**src/rtl/fwd_pkg.sv**
```systemverilog
// fwd_pkg: operand-select encodings, pipeline tracking-entry type and hazard FSM states
// shared by fwd_ctrl and fwd_match.
package fwd_pkg;

   localparam logic [1:0] FWD_RF  = 2'b00;
   localparam logic [1:0] FWD_MEM = 2'b10;
   localparam logic [1:0] FWD_WB  = 2'b01;

   // rd is sized for the widest supported register file; narrower REG_AW zero-extends into it.
   localparam int RD_W = 8;

   typedef struct packed {
      logic            valid;
      logic [RD_W-1:0] rd;
      logic            regwrite;
      logic            memread;
   } trk_t;

   typedef enum logic {
      RUN      = 1'b0,
      LU_STALL = 1'b1
   } state_t;

endpackage

```
**src/rtl/fwd_match.sv**
```systemverilog
// fwd_match: compares one ID source register against the EX and MEM tracking entries
// and returns the operand select, with the younger (EX) producer taking priority.
module fwd_match
   import fwd_pkg::*;
#(
   parameter int REG_AW = 5
) (
   input  logic [REG_AW-1:0] rs,
   input  trk_t              ex,
   input  trk_t              mem,
   output logic [1:0]        sel
);

   logic [RD_W-1:0] rs_x;
   logic            unused_ok;

   assign rs_x      = RD_W'(rs);
   assign unused_ok = ^{ex.memread, mem.memread};

   always_comb begin
      sel = FWD_RF;
      if (rs_x != '0) begin
         if (ex.valid && ex.regwrite && (ex.rd != '0) && (ex.rd == rs_x))
            sel = FWD_MEM;
         else if (mem.valid && mem.regwrite && (mem.rd != '0) && (mem.rd == rs_x))
            sel = FWD_WB;
      end
   end

endmodule

```
**src/rtl/fwd_ctrl.sv**
```systemverilog
// fwd_ctrl: EX operand forwarding and load-use / ext_stall hazard control for a 5-stage pipe.
// Build macro FWD_CTRL_FORWARD_EN enables forwarding; without it every RAW hazard stalls.
module fwd_ctrl
   import fwd_pkg::*;
#(
   parameter int REG_AW = 5
) (
   input  logic              clk,
   input  logic              reset,
   input  logic              id_valid,
   input  logic [REG_AW-1:0] id_rs1,
   input  logic [REG_AW-1:0] id_rs2,
   input  logic [REG_AW-1:0] id_rd,
   input  logic              id_regwrite,
   input  logic              id_memread,
   input  logic              ext_stall,
   output logic [1:0]        fwd_a,
   output logic [1:0]        fwd_b,
   output logic              stall_if_id,
   output logic              bubble_ex
);

   trk_t       ex_q, mem_q, wb_q, id_ent;
   state_t     state, state_nx;
   logic [1:0] sel_a, sel_b;
   logic       hazard;
   logic       unused_trk;

   assign unused_trk = ^{wb_q, ex_q.memread};

   always_comb begin
      id_ent          = '0;
      id_ent.valid    = id_valid;
      id_ent.rd       = RD_W'(id_rd);
      id_ent.regwrite = id_regwrite;
      id_ent.memread  = id_memread;
   end

   fwd_match #(.REG_AW(REG_AW)) u_match_a (.rs(id_rs1), .ex(ex_q), .mem(mem_q), .sel(sel_a));
   fwd_match #(.REG_AW(REG_AW)) u_match_b (.rs(id_rs2), .ex(ex_q), .mem(mem_q), .sel(sel_b));

`ifdef FWD_CTRL_FORWARD_EN
   // Only a load in EX cannot be covered by forwarding next cycle.
   assign hazard = id_valid && ex_q.valid && ex_q.memread && (ex_q.rd != '0) &&
                   ((ex_q.rd == RD_W'(id_rs1)) || (ex_q.rd == RD_W'(id_rs2)));
`else
   assign hazard = id_valid && ((sel_a != FWD_RF) || (sel_b != FWD_RF));
`endif

   always_comb begin
      state_nx    = state;
      stall_if_id = 1'b0;
      bubble_ex   = 1'b0;
      if (!reset) begin
         if (ext_stall) begin
            stall_if_id = 1'b1;
         end else begin
            case (state)
               RUN: begin
                  if (hazard) begin
                     stall_if_id = 1'b1;
                     bubble_ex   = 1'b1;
                     state_nx    = LU_STALL;
                  end
               end
               LU_STALL: begin
`ifdef FWD_CTRL_FORWARD_EN
                  state_nx = RUN;
`else
                  if (hazard) begin
                     stall_if_id = 1'b1;
                     bubble_ex   = 1'b1;
                  end else begin
                     state_nx = RUN;
                  end
`endif
               end
               default: state_nx = RUN;
            endcase
         end
      end
   end

   always_ff @(posedge clk or posedge reset) begin
      if (reset) begin
         ex_q  <= '0;
         mem_q <= '0;
         wb_q  <= '0;
         state <= RUN;
      end else if (!ext_stall) begin
         state <= state_nx;
         wb_q  <= mem_q;
         mem_q <= ex_q;
         ex_q  <= (bubble_ex || !id_valid) ? '0 : id_ent;
      end
   end

`ifdef FWD_CTRL_FORWARD_EN
   logic [1:0] fa_q, fb_q;

   always_ff @(posedge clk or posedge reset) begin
      if (reset) begin
         fa_q <= FWD_RF;
         fb_q <= FWD_RF;
      end else if (!ext_stall) begin
         fa_q <= (bubble_ex || !id_valid) ? FWD_RF : sel_a;
         fb_q <= (bubble_ex || !id_valid) ? FWD_RF : sel_b;
      end
   end

   assign fwd_a = fa_q;
   assign fwd_b = fb_q;
`else
   assign fwd_a = FWD_RF;
   assign fwd_b = FWD_RF;
`endif

endmodule

```
**config.mk**
```make
export PLATFORM = sky130hd
export DESIGN_NAME = fwd_ctrl
export DESIGN_NICKNAME = d
export VERILOG_FILES = /design/src/rtl/fwd_pkg.sv /design/src/rtl/fwd_match.sv /design/src/rtl/fwd_ctrl.sv
export SDC_FILE = /design/constraint.sdc
export NUM_CORES = 1
export LEC_CHECK = 0
export CAP_MARGIN = 20
export CORE_MARGIN = 5
export CORE_UTILIZATION = 30
export CTS_CLUSTER_SIZE = 25
export DETAILED_ROUTE_END_ITERATION = 6
export PLACE_DENSITY = 0.54
export SLEW_MARGIN = 40
export SYNTH_ARGS = -nofsm -noshare
export SYNTH_HDL_FRONTEND = slang
export SYNTH_SLANG_ARGS = --single-unit
```
**constraint.sdc**
```tcl
create_clock -name clk -period 2.4 [get_ports clk]
set_clock_uncertainty 0.2 [all_clocks]
set_input_delay 0.6 -clock clk [delete_from_list [all_inputs] [get_ports clk]]
set_output_delay 0.6 -clock clk [all_outputs]
set_load 0.02 [all_outputs]
```
Word-level counts from Yosys, hierarchy flattened

Cells that the tools add are included.

Register bits after elaboration: 20
Output and inout port bits: 6
Logic and storage cells: 40

Eq/ne operators: 4
Muxes and demuxes: 12
Reductions and logical operators: 18

Operators by type and width:

| operator                                       | number |
|---|---|
| 8-bit by 5-bit equality test with 1-bit output | 4 |
| 8-bit nonzero test                             | 4 |
| 11-bit two-way mux                             | 1 |
| 1-bit logical AND                              | 9 |
| 2-bit two-way mux                              | 4 |
| 1-bit two-way mux                              | 7 |
| 2-bit nonzero test                             | 2 |
| 1-bit logical OR                               | 2 |
| 1-bit zero test                                | 1 |

Longest topological paths before layout

Depth after elaboration: 14
Gate-level depth with buffers: 5
Depth with buffers taken out: 5

Modules after synthesis

A second synthesis with hierarchy kept.

Cell total of the unflattened synthesis: 126
Area total of the unflattened synthesis: 1177.4 um^2

By module, submodules not included:

| module                 | instances | cells an instance | area each (um^2) |
|---|---|---|---|
| fwd_ctrl               | 1         | 72                | 809.5 |
| fwd_match at u_match_a | 1         | 28                | 190.2 |
| fwd_match at u_match_b | 1         | 26                | 177.7 |

Worst setup path before layout

No wires, ideal clock.

Path kind: input-to-output
Start point: input reset
End point: output bubble_ex
Data arrival time: 1.693 ns
Data required time: 1.600 ns
Setup slack: -0.093 ns
Cell stages on the path: 4
Cell sequence: inv_1 -> and2_4 -> a32oi_4 -> nor2b_1

Longest elaborated chain between the ends: 1

Ends and longest elaborated chain:

| what              | RTL line       | text |
|---|---|---|
| from (decl)       | fwd_ctrl.sv:9  | `input logic reset,` |
| 1-bit two-way mux | fwd_ctrl.sv:54 | `if (!reset) begin` |
| to (decl)         | fwd_ctrl.sv:20 | `output logic bubble_ex` |

No other way between the ends.

Worst setup path in the final report

Start point: register mem_q[6] (netlist name)
End point: output bubble_ex

Longest elaborated chain between the ends: 12
Elaborated cells on any way between the ends: 19
Classes of those cells: eq/ne: 2; mux: 9; reduce/logical: 8

Ends and longest elaborated chain:

| what                           | RTL line                       | text |
|---|---|---|
| from (decl)                    | fwd_ctrl.sv:23                 | `trk_t ex_q, mem_q, wb_q, id_ent;` |
| from (signal assigned)         | fwd_ctrl.sv:93                 | `mem_q <= ex_q;` |
| 8-bit nonzero test             | fwd_match.sv:25                | `else if (mem.valid && mem.regwrite && (mem.rd != '0) && (mem.rd == rs_x))` |
| 1-bit logical AND (2 in a row) | fwd_match.sv:25                |  |
| 1-bit two-way mux              | fwd_match.sv:25                |  |
| 2-bit two-way mux              | fwd_match.sv:23                | `if (ex.valid && ex.regwrite && (ex.rd != '0) && (ex.rd == rs_x))` |
| 2-bit two-way mux              | fwd_match.sv:22                | `if (rs_x != '0) begin` |
| 2-bit nonzero test             | fwd_ctrl.sv:47                 | `assign hazard = id_valid && ((sel_a != FWD_RF) \|\| (sel_b != FWD_RF));` |
| 1-bit logical OR (*)           | fwd_ctrl.sv:47                 |  |
| 1-bit logical AND (*)          | fwd_ctrl.sv:47                 |  |
| 1-bit two-way mux (*)          | fwd_ctrl.sv:60, fwd_ctrl.sv:70 |  |
| 1-bit two-way mux (*)          | fwd_ctrl.sv:55                 | `if (ext_stall) begin` |
| 1-bit two-way mux (*)          | fwd_ctrl.sv:54                 |  |

Mark *: on every way between the ends. The rest lies on a longest branch, timed or not.

==> flow_metrics.py <==
metrics = {
    "global_route": {
        "grt_overflow": 0,
        "grt_pass1_vias": 829,
        "grt_max_degree": 15,
        "antenna_found_initial": 0,
        "grt_pass1_wl_um": 3730,
        "grt_usage_pct": 11.3,
    },
    "cts": {
        "cts_made_buffers": 3,
        "clock_latency_ns": 0.27,
        "cts_tree": "built",
        "clockBufferDepth": 2,
        "clkSinkCount": 14,
        "clock-root-buffer": "clkbuf_4",
        "clk_pin_slew_ns": 0.07,
        "h-tree-depth": 1,
    },
    "power_and_ir_drop": {
        "p_comb_share_pct": 33.1,
        "p_per_area_nw_per_um2": 471,
        "p_int_uw": 435,
        "p_clk_share_pct": 20.6,
        "leakagePower_uw": 0.000540,
        "p_seq_share_pct": 46.3,
        "p_sw_share_pct": 28.3,
        "switchingPower_uw": 171,
        "irDropWorstVdd_mv": 0.306,
    },
    "synth": {
        "yosys.cell_count.top_type": "xnor2_1",
        "synth-compound-area-share_pct": 16.7,
        "synth_top_family_by_area": "XOR/XNOR gates",
        "avgSynthCellArea_um2": 11.2,
        "yosys.area.top_type": "dfrtp_1",
        "netlist_top_cells_area": "dfrtp_1 40%, xnor2_1 20%, mux2_2 9.1%",
        "synth.top_cells.by_count": "20 x xnor2_1, 14 x dfrtp_1, 7 x mux2_2, 6 x a32o_1, 5 x nand2_1",
        "netlist.area_leader.share_pct": 40.2,
        "synthDistinctLibCells": 20,
        "synth-xor-area-share_pct": 20.1,
        "synth.cell_area_um2": 871,
        "ys_seq_area_share_pct": 40.2,
        "synth-simple-area-share_pct": 8.33,
        "yosys_warnings": 0,
        "synth-async-reset-ratio_pct": 100,
        "synthCells": 78,
        "synthAdderAreaFrac_pct": 0,
        "synth.mux.area_fraction_pct": 9.05,
        "synth_edf_count": 0,
        "ys_ff_latch": 14,
        "synth_ff_type": "dfrtp_1",
    },
    "worst_hold_path": {
        "worstHoldPathCells": 1,
        "worst_hold_path.endpoint": "mem_q[10]$_DFFE_PP0N_",
        "hold_start": "mem_q[10]$_DFFE_PP0N_",
        "hp-class": "register to register",
    },
    "floorplanning": {
        "io_pins": 27,
        "initial_core_util_pct": 31.6,
        "core-area_um2": 2760,
        "dieHeight_um": 63.9,
        "die-area_um2": 4080,
        "row_count": 19,
        "chipWidth_um": 63.9,
    },
    "outcome": {
        "outcome": "finished with violations",
        "violations": "setup timing",
    },
    "critical_path": {
        "worstPathCellList": "or3_1, o311a_1, and2_4, a32oi_4, nor2b_2, buf_6",
        "path_class": "register to output pin",
        "critPathMaxFanout": 2,
        "r2r-end": "ex_q[4]$_DFFE_PP0N_",
        "reg2regPathDepth": 6,
        "r2r_start": "mem_q[6]$_DFFE_PP0N_",
        "crit_slowest_cell": "dfrtp_1",
        "worstPathArrival_ns": 1.89,
        "rrSetupSlack_ns": 0.36,
        "cp-end-kind": "output pin",
        "required_ns": 1.60,
        "crit_path_start_kind": "register",
        "cp-startpoint": "mem_q[6]$_DFFE_PP0N_",
        "slowest_delay_ns": 0.38,
    },
    "placement": {
        "pre_cts_slack_ns": -1.00,
        "gp_congestion": 0.764,
        "port_buffers": 21,
        "dp_hpwl_um": 1740,
        "dp_cells": 144,
    },
    "sta": {
        "period_needed_ns": 2.69,
        "setup_ws_ns": -0.287,
        "finalSetupViolations": 2,
        "finalCritPeriodShare_pct": 112,
        "hold_viol": 0,
        "drv_slew": 0,
        "max_freq_ghz": 0.372,
        "fin_tns_setup_ns": -0.532,
        "rsz0062_at_grt": "true",
        "holdWs_ns": 0.314,
    },
    "drt": {
        "dr.pass1.iters": 3,
        "dr_total_vias": 705,
        "drtIter0Drc": 17,
        "drt_wl_total_um": 2140,
        "dr.max_layer_used": "met3",
        "via_per_inst": 4.73,
        "wl_met2_um": 1030,
        "ant_nets": 0,
        "drt_drc_violations_left": 0,
        "wl_met1_um": 1000,
        "routedWlPerCell_um": 14.3,
        "routed-wl-met3_um": 108,
    },
    "cells_and_area": {
        "n_antenna_cell": 0,
        "drive_above_1_share_pct": 35.6,
        "area_delta_synth_final_pct": 47.7,
        "final_nets": 141,
        "final_cells": 149,
    },
    "run": {
        "maxCapViolCount": 0,
    },
}
[power groups by stage]
stage	clock (uW)	sequential, uW	combinational (uW)
detailed placement	0	287	195
global placement	0	287	193
floorplan	0	285	108
CTS	131	281	203
global route	144	285	219
finish	125	280	201
[cell families after synthesis]
family | count (synthesis)
multiplexers | 7
other | 1
buffers and inverters | 8
XOR/XNOR | 20
flip-flops | 14
AO/OA/AOI/OAI | 14
AND/OR/NAND/NOR | 14
[worst max path at each step]
stage | end | cells after the start
CTS | bubble_ex | 6
detailed placement | stall_if_id | 7
floorplan | stall_if_id | 5
global route | bubble_ex | 6
finish | bubble_ex | 6
global placement | stall_if_id | 7
[state kept, by name, summed over array words and instances, names as in the netlist]
name,count
ex_q,7
mem_q,7
[critical path, delay by kind of cell, from the launching register on]
kind / cells / cell delay (ns)
DFF: 1 / 0.38
buffers and inverters: 1 / 0.13
AOI/OAI and AO/OA: 2 / 0.50
and+or+nand+nor: 3 / 0.62
[per-layer routing]
layer  vias to the layer above  track usage (%)
li1                        353                -
met1                       333             14.8
met2                        19             18.8
met3                         0             2.63
met4                         0             2.34
met5                         -                0
[per-stage QoR]
step	utilization, %	cell area, um2	total power (uW)
final	46.6	1290	606
after global routing	46.6	1290	648
after CTS	46.6	1290	615
after detailed placement	44.6	1230	482
after global placement	44.6	1230	479
after floorplan	-	888	393
[placed cells by master (no fill, tap or decap), drive strengths merged]
cell / n
a22o: 1
a22oi: 1
a32o: 6
a32oi: 1
and2: 1
buf: 22
clkbuf: 3
clkdlybuf4s50: 9
clkinvlp: 1
conb: 4
dfrtp: 14
dlygate4sd2: 10
mux2: 7
nand2: 5
nand3: 4
nor2b: 2
o22ai: 2
o2bb2ai: 1
o311a: 2
or3: 2
xnor2: 20
[final cells by class]
cell class              count  area (um2)
clock buffers               3        22.5
inverters                   1        7.51
flip-flops and latches     14         353
multi-input cells          59         518
well taps                  31        38.8
fillers                   281        1470
repair buffers             41         347
[repair_timing]
item	in CTS	in global routing
pin swaps	5	0
setup buffers	2	0
endpoints found under the hold margin	0	0
resized for setup	27	0
endpoints found under the setup margin	2	2
hold buffers	0	0
(Power assumes the default switching activity.)
==> patch 1: new RTL, same settings <==
Add a define of `FWD_CTRL_FORWARD_EN`.
--- a/src/rtl/fwd_ctrl.sv
+++ b/src/rtl/fwd_ctrl.sv
@@ -2,2 +2,4 @@
 // Build macro FWD_CTRL_FORWARD_EN enables forwarding; without it every RAW hazard stalls.
+`define FWD_CTRL_FORWARD_EN
+
 module fwd_ctrl
Formal check against the unedited RTL: not equivalent (a bounded check fails within 4 cycles, from zero or initial values and one cycle with reset high).
==> patch 1 against the unedited design <==
- the flow still finishes with violations (setup timing)
- wire length rose by 49%
- worst setup slack got worse by 370 ps
- synthesized cell count rose by 55%
- sequential cell count rose by 6
- area after synthesis rose by 36%
- hold slack got worse by 29 ps
- largest power group unchanged
- die area rose by 30%
- final area rose by 41%
- total power rose by 55%
==> patch 1: results <==
[outcome]
violations = setup timing
status = finished, violations left

[finish]
seq_area_sq_um = 500
multi_input_area_sq_um = 669
final_nets = 198
fillers = 378
multi_input_area_share = 0.370
layout-drive-gt1-share = 0.352
top_regs = ex_q (8), mem_q (7)
buffers = 56
final-clk-cell-share = 0.0394
seq_cells = 20
multi_input_cells = 90

[placement]
placed_cells = 219
placed_cell_area_sq_um = 1730
pre_cts_ws_ps = -1580
numPortBuffers = 26
hpwlAfterDp_um = 2540

[worst_setup_path]
cp-startpoint = id_rs1[2]
crit_path_max_fanout = 3
crit_arrival_ps = 2260
rr_startpoint = ex_q[2]$_DFFE_PP0N_
reg2reg_to = fwd_b[1]$_DFFE_PP0N_
r2r_setup_slack_ps = -100
ff2ff_path_depth = 8

[power_and_ir_drop]
ir_worst_vdd_mv = 0.257

[route]
avgViaCountPerCell = 4.80
finalWirelength_um = 3190
wire_per_inst_um = 14.3

[yosys]
ys_top_cells_by_area = dfrtp_1 (42%), nand2_1 (7.0%), o21ai_2 (6.6%), xor2_1 (5.9%), mux2_2 (5.7%)
ys_seq_area_frac = 0.421
synth_area_sq_um = 1190
synth_common_cells = nand2_1 (22), dfrtp_1 (20), o21ai_2 (9), xor2_1 (8), xnor2_1 (7)
syn_area_per_cell_sq_um = 9.81
synth_top_area_share = 0.421

[min_path]
holdPathEnd = fwd_b[0]$_DFFE_PP0N_
holdPathStages = 2
hp-start = fwd_b[0]$_DFFE_PP0N_

[sta]
fin_ws_ps = -660
tns_ps = -2230
final-setup-viol-count = 14

[global_routing]
grt_pass1_vias = 1210
grt_pass1_wl_um = 5420

[cts]
cts_setup_buffers = 1
root_buffer = clkbuf_8
cts.repair.resized = 31
cts.path.max_buffers = 2
==> patch 1: cell types whose count changed after synthesis, moves of 4 or more <==
cell / change
nand2_1: +17
xnor2_1: -13
o21ai_2: +9
xor2_1: +8
a32o_1: -6
dfrtp_1: +6
inv_1: +5
buf_4: -4
nor2_1: +4
==> patch 1: worst max-delay path: stages <==
cell and delay (ps):
clkdlybuf4s15_2 190, a2111o_1 360, or4_4 440, a211o_4 370, nor3_4 170, buf_6 140
==> patch 1: logic make-up after synthesis <==
group,synth area share
and+or+nand+nor,0.174
AOI/OAI and AO/OA,0.196
DFF,0.421
xor gates and xnor gates,0.111
buffers and inverters,0.0411
muxes,0.0569
==> patch 1: power breakdown <==
group	switching (mW)	internal, mW
logic	0.0978	0.122
clock network	0.113	0.223
registers	0.0229	0.361
total	0.234	0.705
==> patch 1: metal layers <==
layer  vias up  part of all wire  track usage
met2        32              0.50        0.225
met1       503              0.43        0.161
met5         -                 0            0
met4         0             0.018       0.0369
li1        533                 -            -
met3         8             0.053       0.0344
==> patch 2: new RTL, same flow settings <==
Made on the original files. `REG_AW` is set to 5 in 2 places; all go to 3.
--- a/src/rtl/fwd_match.sv
+++ b/src/rtl/fwd_match.sv
@@ -5,3 +5,3 @@
 #(
-   parameter int REG_AW = 5
+   parameter int REG_AW = 3
 ) (
--- a/src/rtl/fwd_ctrl.sv
+++ b/src/rtl/fwd_ctrl.sv
@@ -5,3 +5,3 @@
 #(
-   parameter int REG_AW = 5
+   parameter int REG_AW = 3
 ) (
Ports: changed (resized id_rd, id_rs1 and id_rs2); port bits go from 27 to 21. No check against the original RTL was run, so the function may have changed too.
==> patch 2 against the unedited design <==
- total power fell by 20%
- critical path depth fell by 1
- final area fell by 29%
- worst setup slack improved by 290 ps
- die area fell by 24%
- sequential cell count fell by 4
- area after synthesis fell by 28%
- wire length fell by 31%
- count of clock-buffer cells in the layout rose by 1
- final cell count fell by 22%
- non-clock buffer count fell by 17
- first-iteration DRC count fell by 88%
- largest cell class unchanged
==> patch 2: results <==
[finish]
layout-drive-gt1-share = 0.494
final_cells = 116
fillers = 194

[power_and_ir_drop]
ir_worst_vdd_mv = 0.341
p_leak_nw = 0.391

[placement]
numPortBuffers = 15
placed_cell_area_sq_um = 848
gp_congestion = 0.664

[global_routing]
grt_pass1_vias = 556
grt_max_degree = 12
grt_use_met2 = 0.162
grt_use_met1 = 0.132
grt_pass1_wl_um = 2600
grt.total_usage = 0.105

[yosys]
synth_common_cells = xnor2_1 (12), dfrtp_1 (10), nand2_1 (10), o21ai_2 (5)
ys_seq_area_frac = 0.398
syn_inst = 63
ys_top_cells_by_area = dfrtp_1 (40%), xnor2_1 (17%), mux2_2 (7.2%), o21ai_2 (7.0%), nand2_1 (6.0%)

[worst_setup_path]
rr_startpoint = mem_q[4]$_DFFE_PP0N_
crit_arrival_ps = 1600
crit_path_max_fanout = 5
cpPeakStageDelay_ps = 470
critical-path-slowest-cell = dfrtp_2
cp_top_family = compound AO/OA/AOI/OAI gates
cp-startpoint = ex_q[4]$_DFFE_PP0N_

[min_path]
hp-start = mem_q[1]$_DFFE_PP0N_

[route]
drt_iter0_markers = 2
finalWirelength_um = 1480
vias = 510

[outcome]
status = complete, no violations
-- patch 2: cell count changes after synthesis, sizes merged, moves of 2 or more --
cell | before | now
nand2 | 5 | 10
o311a | 2 | 0
o22ai | 2 | 0
or3 | 2 | 0
o311ai | 0 | 2
o21ai | 0 | 5
xnor2 | 20 | 12
mux2 | 7 | 5
clkbuf | 2 | 0
a21oi | 0 | 2
dfrtp | 14 | 10
a32o | 6 | 0
-- patch 2: report_power, final --
| part | internal (mW) | switching [mW] | total (mW) |
|---|---|---|---|
| clock | 0.0922 | 0.0605 | 0.153 |
| combinational | 0.0696 | 0.0495 | 0.119 |
| sequential | 0.187 | 0.0234 | 0.210 |
| total | 0.348 | 0.133 | 0.482 |
-- patch 2: layout make-up --
cell class,count,area share
multi-input combinational,50,0.440
sequential,10,0.279
timing repair buffer,24,0.200
clock buffer,4,0.0397
tap,27,0.0369
inverter,1,0.00410
-- patch 2: stage by stage --
| stage | utilization | worst slack [ps] | hold WS [ps] | power [mW] |
|---|---|---|---|---|
| 5_1_grt | 0.461 | -94.1 | 338 | 0.512 |
| 4_1_cts | 0.442 | -48.7 | 324 | 0.479 |
| 2_1_floorplan | - | 47.8 | 267 | 0.273 |
| 3_3_place_gp | 0.428 | -842 | 296 | 0.320 |
| 3_5_place_dp | 0.428 | -865 | 297 | 0.322 |
| 6_report | 0.461 | 1.94 | 320 | 0.482 |
-- patch 2: final timing paths --
path | to | slack [ps] | cells after the start
min reg2reg | mem_q[1]$_DFFE_PP0N_ | 320 | 1
max reg2reg | ex_q[4]$_DFFE_PP0N_ | 710 | 5
min | mem_q[1]$_DFFE_PP0N_ | 320 | 1
max | stall_if_id | 2 | 5
max in group asynchronous | ex_q[4]$_DFFE_PP0N_ | 1320 | 3
min in group asynchronous | ex_q[3]$_DFFE_PP0N_ | 500 | 3
-- patch 2: cells by family (layout without fill, tap and decap cells) --
group / count (synthesis) / after routing / synth area share
AOI/OAI and AO/OA: 11 / 11 / 0.151
xor gates and xnor gates: 12 / 12 / 0.167
buffers and inverters: 6 / 29 / 0.0617
DFF: 10 / 10 / 0.398
muxes: 5 / 5 / 0.0896
other: 1 / 4 / 0.00597
and+or+nand+nor: 18 / 18 / 0.126
-- patch 2: layer usage --
layer,vias up,share of wire
met5,-,0
met3,2,0.051
met2,15,0.48
met4,0,0.012
li1,257,-
met1,236,0.46
-- patch 2: what timing repair did --
action | in CTS | in global routing
setup endpoints to repair | 2 | 2
resized for setup | 43 | 7
cloned | 0 | 0
buffers inserted | 1 | 0
hold buffers | 0 | 0
pin swaps | 16 | 5
